<file path="src/rtl/button_debounce_capture.sv">
// Push-button front end: 2-flop synchronizer, per-channel debounce FSM,
// registered press/release strobes and sticky edge-capture bits with irq.
//
// state        | meaning
// -------------+------------------------------------------------------------
// ST_STABLE    | sample matches button_level; counter held at 0
// ST_COUNTING  | sample differs from button_level; counting toward acceptance
module button_debounce_capture #(
  parameter int NUM_BUTTONS     = 4,
  parameter int DEBOUNCE_CYCLES = 1000000,
  parameter int CNT_WIDTH       = 20,
  parameter bit ACTIVE_LOW      = 1'b1,
  parameter bit CAPTURE_RELEASE = 1'b0
) (
  input  logic                   clk,
  input  logic                   reset_n,
  input  logic [NUM_BUTTONS-1:0] button_in,
  output logic [NUM_BUTTONS-1:0] button_level,
  output logic [NUM_BUTTONS-1:0] press_pulse,
  output logic [NUM_BUTTONS-1:0] release_pulse,
  output logic [NUM_BUTTONS-1:0] edge_capture,
  input  logic [NUM_BUTTONS-1:0] edge_clear,
  output logic                   irq
);

  if (DEBOUNCE_CYCLES < 2) begin : g_bad_cycles
    $error("button_debounce_capture: DEBOUNCE_CYCLES must be at least 2");
  end

  if ((64'd1 << CNT_WIDTH) < 64'(DEBOUNCE_CYCLES)) begin : g_bad_width
    $error("button_debounce_capture: CNT_WIDTH too narrow for DEBOUNCE_CYCLES");
  end

  typedef enum logic {
    ST_STABLE   = 1'b0,
    ST_COUNTING = 1'b1
  } state_t;

  localparam logic [NUM_BUTTONS-1:0] IDLE_RAW = ACTIVE_LOW ? {NUM_BUTTONS{1'b1}}
                                                           : {NUM_BUTTONS{1'b0}};
  localparam logic [CNT_WIDTH-1:0]   CNT_LAST = CNT_WIDTH'(DEBOUNCE_CYCLES - 1);
  localparam logic [CNT_WIDTH-1:0]   CNT_ONE  = CNT_WIDTH'(1);

  logic [NUM_BUTTONS-1:0] sync_meta;
  logic [NUM_BUTTONS-1:0] sync_out;
  logic [NUM_BUTTONS-1:0] sample;
  logic [NUM_BUTTONS-1:0] cap_set;
  logic [NUM_BUTTONS-1:0] cap_q;

  // Synchronizer idles at the unpressed pin value so reset never looks like a press.
  always_ff @(posedge clk or negedge reset_n) begin
    if (!reset_n) begin
      sync_meta <= IDLE_RAW;
      sync_out  <= IDLE_RAW;
    end else begin
      sync_meta <= button_in;
      sync_out  <= sync_meta;
    end
  end

  assign sample = sync_out ^ {NUM_BUTTONS{ACTIVE_LOW}};

  for (genvar i = 0; i < NUM_BUTTONS; i++) begin : g_ch
    state_t               state;
    logic [CNT_WIDTH-1:0] cnt;
    logic                 level_q;
    logic                 press_q;
    logic                 release_q;

    always_ff @(posedge clk or negedge reset_n) begin
      if (!reset_n) begin
        state     <= ST_STABLE;
        cnt       <= '0;
        level_q   <= 1'b0;
        press_q   <= 1'b0;
        release_q <= 1'b0;
      end else begin
        press_q   <= 1'b0;
        release_q <= 1'b0;
        case (state)
          ST_STABLE: begin
            cnt <= '0;
            if (sample[i] != level_q) begin
              state <= ST_COUNTING;
            end
          end
          ST_COUNTING: begin
            if (sample[i] == level_q) begin
              state <= ST_STABLE;
              cnt   <= '0;
            end else if (cnt == CNT_LAST) begin
              // Stable long enough: accept the new level and strobe once.
              level_q   <= sample[i];
              press_q   <= sample[i];
              release_q <= ~sample[i];
              state     <= ST_STABLE;
              cnt       <= '0;
            end else begin
              cnt <= cnt + CNT_ONE;
            end
          end
          default: begin
            state <= ST_STABLE;
            cnt   <= '0;
          end
        endcase
      end
    end

    assign button_level[i]  = level_q;
    assign press_pulse[i]   = press_q;
    assign release_pulse[i] = release_q;
  end

  assign cap_set = press_pulse | (CAPTURE_RELEASE ? release_pulse : {NUM_BUTTONS{1'b0}});

  // Set has priority over clear so an event landing on a clear is kept.
  always_ff @(posedge clk or negedge reset_n) begin
    if (!reset_n) begin
      cap_q <= '0;
    end else begin
      cap_q <= (cap_q & ~edge_clear) | cap_set;
    end
  end

  assign edge_capture = cap_q;
  assign irq          = |cap_q;

endmodule

</file>
<file path="config.mk">
export PLATFORM = sky130hd
export DESIGN_NAME = button_debounce_capture
export DESIGN_NICKNAME = d
export VERILOG_FILES = /design/src/rtl/button_debounce_capture.sv
export SDC_FILE = /design/constraint.sdc
export NUM_CORES = 1
export LEC_CHECK = 0
export BUFFER_PORTS_ARGS = -buffer_cell sky130_fd_sc_hd__buf_4
export CAP_MARGIN = 10
export CORE_ASPECT_RATIO = 0.7
export CORE_MARGIN = 8
export CORE_UTILIZATION = 40
export CTS_CLUSTER_SIZE = 28
export DETAILED_ROUTE_END_ITERATION = 16
export PLACE_DENSITY = 0.55
export SLEW_MARGIN = 30
export SYNTH_ARGS = -nofsm -noshare
export SYNTH_HDL_FRONTEND = slang
export SYNTH_SLANG_ARGS = --single-unit
</file>
<file path="constraint.sdc">
create_clock -name clk -period 3.9 [get_ports clk]
set_input_delay 0.39 -clock clk [delete_from_list [all_inputs] [get_ports clk]]
set_output_delay 0.39 -clock clk [all_outputs]
set_load 0.02 [all_outputs]
</file>
==> out/metrics.cfg, run 1 <==
[run_status]
outcome=complete, no violations

[floorplan]
die_y_um=111.0
start_util_pct=41.21
die_w_um=151.7
rows=34
core-area_sq_um=12510
num_io_pins=27
die_area_sq_um=16830

[synth]
synth-seq-cells=108
synth_area_sq_um=5154
yosys.area.top_type_share_pct=48.56
syn-num-nets=524
synthArstFlopShare_pct=100.0
yosys-top-cells-count=dfrtp_1, nor2_1, xnor2_1
syn_inst=510
synth_ff_type=dfrtp_1
yosysMostFrequentCell=dfrtp_1
ys_seq_area_share_pct=52.63
synth.area.top_cells=dfrtp_1, xnor2_1, nor2_1, dfstp_2, xor2_1
yosysTopAreaCell=dfrtp_1
synth_area_per_cell_sq_um=10.11
synth_cell_types=42
synth_edf_count=0
yosysWarnings=0

[layout]
syn2layout_area_growth_pct=11.80
drive_gt1_share_pct=12.26
nets=539
utilization_pct=46.07
num_antenna_cells=0
final_cells=692
design_area_sq_um=5762

[placed_design]
dpl-instance-area_sq_um=5429
dp_worst_setup_slack_ns=1.474
dp_cells=674
io_buffers=26
gp_congestion=0.8418
post-dp-hpwl_mm=7.082

[cts]
clockBufferDepth=2
cts_buffers=9
cts.sinks=108
clkLatencyLatePin_ns=0.34
root_buffer=clkbuf_16
clk_transition_reported_paths_ns=0.07
cts_tree=yes
cts_max_level=3
post-cts-setup-buffers=0

[global_routing]
grt_start_max_net_pins=69
grt_pass1_vias=3553
overflow=0
grt_pass1_wl_mm=17.66
grt_usage_pct=12.77
antenna_found_initial=0

[timing]
clock_skew_ns=0.008535
setup_violations=0
max_freq_ghz=0.4049
slew_violations=0
tns_ns=0
max-slew-margin-rel_pct=47.05
finalCritPeriodShare_pct=63.33
hold_slack_ns=0.1458
worstMarginPinSlew_ns=0.7942
fin_crit_ns=2.470
setup_slack_ns=1.430
hold_violations=0
rsz0062_at_grt=false

[route]
drc_errors=0
detail_route.wl_per_cell_um=14.75
firstDrtPassIters=4
drt_iter0_drc=195
ant_nets=0
wl_mm=10.21
via_per_inst=5.351
via_count=3703

[worst_setup_path]
start_kind=flip-flop
required_ns=4.09
cp-end-kind=flip-flop
critPathMaxFanout=19
crit_arrival_ns=2.66
crit_type=reg -> reg

[job]
cap_violations=0

[power]
ir_drop_v=0.0002107
leakagePower_nw=2.339
cellPowerDensity_nw_per_um2=367.7
power.total_mw=2.119

[hold_path]
worstHoldPathType=in -> reg

==> repair_timing <==
item	CTS	global route
hold endpoints to repair	0	13
hold buffers	0	1
gates resized for setup	0	0
==> worst max-delay path: stages (launching register included) <==
cell	delay, ns
dfrtp_1	0.40
ha_1	0.25
nand4_1	0.28
or4_1	0.59
o21ai_2	0.67
nor2_1	0.12
==> sequential cells by signal, summed over array words and instances (netlist names) <==
name / count
edge_capture: 4
g_ch.cnt: 80
g_ch.level_q: 4
g_ch.press_q: 4
g_ch.release_q: 4
g_ch.state: 4
sync_meta: 4
sync_out: 4
==> layer usage <==
metal / routed length [um] / up-vias / GRT usage (%) / share of wire (%)
met2: 4385 / 58 / 18.38 / 43
li1: - / 1830 / - / -
met4: 96 / 0 / 3.320 / 0.94
met3: 408 / 12 / 3.181 / 4.0
met5: 0 / - / 0 / 0
met1: 5319 / 1803 / 18.56 / 52
==> power by group <==
group	internal, mW	switching (mW)
sequential	1.13	0.00853
combinational	0.0202	0.0423
clock	0.515	0.399
==> layout by cell type, fill, tap and decap left out, drive strengths merged, types with 3 or more instances in the layout <==
master	synthesis	layout
a21o	4	4
a21oi	21	21
and3	9	9
and4	13	13
buf	20	31
clkbuf	8	12
clkinv	0	3
dfrtp	100	100
dfstp	8	8
ha	4	4
inv	24	24
mux2i	4	4
nand2	27	27
nand3	26	26
nand4	24	24
nor2	64	64
nor2b	5	5
nor3	9	9
nor3b	4	4
nor4	15	15
nor4b	4	4
o21ai	11	11
o31ai	9	9
or3	9	9
or4	16	16
xnor2	32	32
xor2	22	22
==> final cells by class <==
type / count / area [sq um]
multi-input combinational: 350 / 2198
inverter: 24 / 90.09
fill: 1202 / 6745
clock buffer: 12 / 246.5
sequential: 108 / 2713
tap: 162 / 202.7
timing repair buffer: 32 / 262.8
clock inverter: 4 / 48.80
==> cell families (layout without fill, tap and decap cells) <==
logic type                 count (synthesis)  after routing  share of synthesized area (%)
and+or+nand+nor                          238            238                          25.52
DFF                                      108            108                          52.63
xor gates and xnor gates                  54             54                          9.177
buffers and inverters                     52             72                          4.856
AOI/OAI and AO/OA                         50             50                          6.070
adders and majority gates                  4              4                         0.9711
muxes                                      4              4                         0.7769
==> worst paths after layout <==
kind	start	to	slack, ns	cells after the start
max	g_ch[2].cnt[0]	g_ch[2].cnt[5]	1.43	5
min reg2reg	sync_meta[2]	sync_out[2]	0.36	0
max reg2reg	g_ch[2].cnt[0]	g_ch[2].cnt[5]	1.43	5
min in group asynchronous	reset_n	g_ch[3].level_q	0.46	2
min	button_in[1]	sync_meta[1]	0.15	1
max in group asynchronous	reset_n	sync_meta[2]	2.52	4
(Power assumes the default switching activity.)
==> run 2, diff against run 1 <==
==> constraint.sdc (replaced) <==
create_clock -name clk -period 2.42 [get_ports clk]
set_input_delay 0.242 -clock clk [delete_from_list [all_inputs] [get_ports clk]]
set_output_delay 0.242 -clock clk [all_outputs]
set_load 0.02 [all_outputs]
==> run 2 against run 1 <==
Compared with the run above: critical path depth grew 1; global-route usage grew 0.50 points; clock skew is 0.0011 ns higher; total power is 63% higher; combinational power rose by 73%; sequential power increased by 61%; largest cell class unchanged; highest routed layer unchanged.
==> out/metrics.cfg, run 2 (synthesis gave the netlist of run 1 again) <==
[hold_path]
min_from=edge_clear[0]
worstHoldPathType=in -> reg

[cts]
root_buffer=clkbuf_16
clockBufferDepth=2
holdBufCountCts=5
clk_transition_reported_paths_ns=0.07
cts.sinks=108
cts_max_level=3
cts_tree=yes
cts_repair_resize_count=0
cts_buffers=9
clkLatencyLatePin_ns=0.35
post-cts-setup-buffers=0

[layout]
layout_common_cells=dfrtp_1, nor2_1, buf_4
top_register=g_ch.cnt
largest_reg_flops=80
fill_cells=1187
mostFrequentLayoutCell=dfrtp_1
drive_gt1_share_pct=12.96
nets=549
syn2layout_area_growth_pct=13.38
num_antenna_cells=0

[worst_setup_path]
crit_type=reg -> reg
start_kind=flip-flop
cp-startpoint=g_ch[2].cnt[0]
r2r-start=g_ch[2].cnt[0]
crit_slowest_cell=or4_1
max_stage_delay_ns=0.60
crit_arrival_ns=2.29
required_ns=2.65
cp-end-kind=flip-flop
critPathMaxFanout=11
crit_chain=ha_1 > nand4_1 > or4_1 > o21ai_2 > buf_4 > nor2_1

[route]
firstDrtPassIters=4
wl_mm=10.57
via_count=3777
via_per_inst=5.380
detail_route.wl_per_cell_um=15.06
drc_errors=0
ant_nets=0
drt_iter0_drc=214

[timing]
tns_ns=0
hold_slack_ns=0.1684
finalCritPeriodShare_pct=84.82
hold_violations=0
clock_skew_ns=0.009639
slew_violations=0
max_freq_ghz=0.4872
setup_violations=0
worstMarginPinSlew_ns=0.6734
fin_crit_ns=2.053
rsz0062_at_grt=false
max-slew-margin-rel_pct=54.69

[placed_design]
io_buffers=26
post-dp-hpwl_mm=7.325
gp_congestion=0.8672

[power]
cellPowerDensity_nw_per_um2=589.9
leakagePower_nw=2.383
ir_drop_v=0.0003448

[global_routing]
grt_pass1_vias=3692
grt_pass1_wl_mm=18.20
overflow=0
grt_usage_pct=13.27
antenna_found_initial=0
grt_start_max_net_pins=46

[floorplan]
core-area_sq_um=12510
start_util_pct=41.21
num_io_pins=27
die_w_um=151.7
rows=34
die_area_sq_um=16830
die_y_um=111.0

[job]
cap_violations=0

[run_status]
outcome=complete, no violations

[run 2: cell count changes in the layout (fill, tap and decap cells not counted)]
| cell | before | now |
|---|---|---|
| buf_4 | 30 | 36 |
| buf_16 | 1 | 0 |
| clkinv_2 | 2 | 1 |
| buf_12 | 0 | 1 |
| clkbuf_8 | 1 | 2 |
| clkbuf_1 | 2 | 3 |
| clkinv_4 | 1 | 0 |
| dlygate4sd3_1 | 1 | 5 |
[run 2: critical path: cells and delay by family (launching register included)]
family | cells | cell delay (ns)
fa+ha+maj | 1 | 0.24
simple gates | 3 | 0.95
buf+inv | 1 | 0.20
compound gates | 1 | 0.17
flops | 1 | 0.38
[run 2: stage by stage]
| step | cell area, sq um | worst slack (ns) | util [%] | instances | total power [mW] |
|---|---|---|---|---|---|
| 3_5_place_dp | 5494 | 0.3737 | 43.93 | 681 | 1.980 |
| 3_3_place_gp | 5494 | 0.3779 | 43.93 | 681 | 1.977 |
| 2_1_floorplan | 5154 | 0.4130 | - | 510 | 1.907 |
| 5_1_grt | 5843 | 0.2485 | 46.72 | 702 | 3.584 |
| 4_1_cts | 5843 | 0.3558 | 46.72 | 702 | 3.508 |
| 6_report | 5843 | 0.3673 | 46.72 | 702 | 3.447 |
[run 2: worst paths after layout]
kind                       cells past startpoint         endpoint  slack [ns]
max                                            6  g_ch[2].cnt[10]        0.37
min                                            3  edge_capture[0]        0.17
max reg2reg                                    6  g_ch[2].cnt[10]        0.37
min reg2reg                                    0      sync_out[0]        0.36
max in group asynchronous                      3  g_ch[2].cnt[15]        1.24
min in group asynchronous                      2  g_ch[3].level_q        0.40
[run 2: final cells by class]
type / instances / area [sq um] / share of cell area (%)
multi-input combinational: 350 / 2198 / 37.62
timing repair buffer: 42 / 340.3 / 5.824
clock buffer: 14 / 264.0 / 4.518
inverter: 24 / 90.09 / 1.542
clock inverter: 2 / 35.03 / 0.5996
tap: 162 / 202.7 / 3.469
sequential: 108 / 2713 / 46.42
[run 2: power by group]
part	switching (mW)	internal, mW	leakage [nW]	total (mW)
Clock	0.640	0.860	0.147	1.50
Combinational	0.0706	0.0375	0.768	0.108
Sequential	0.0136	1.83	1.47	1.84
Total	0.724	2.72	2.38	3.45
[run 2: metal layers]
metal	wire length [um]	global-route usage, %
met5	0	0
met4	146	4.167
met3	528	3.874
met2	4508	18.47
met1	5388	19.21
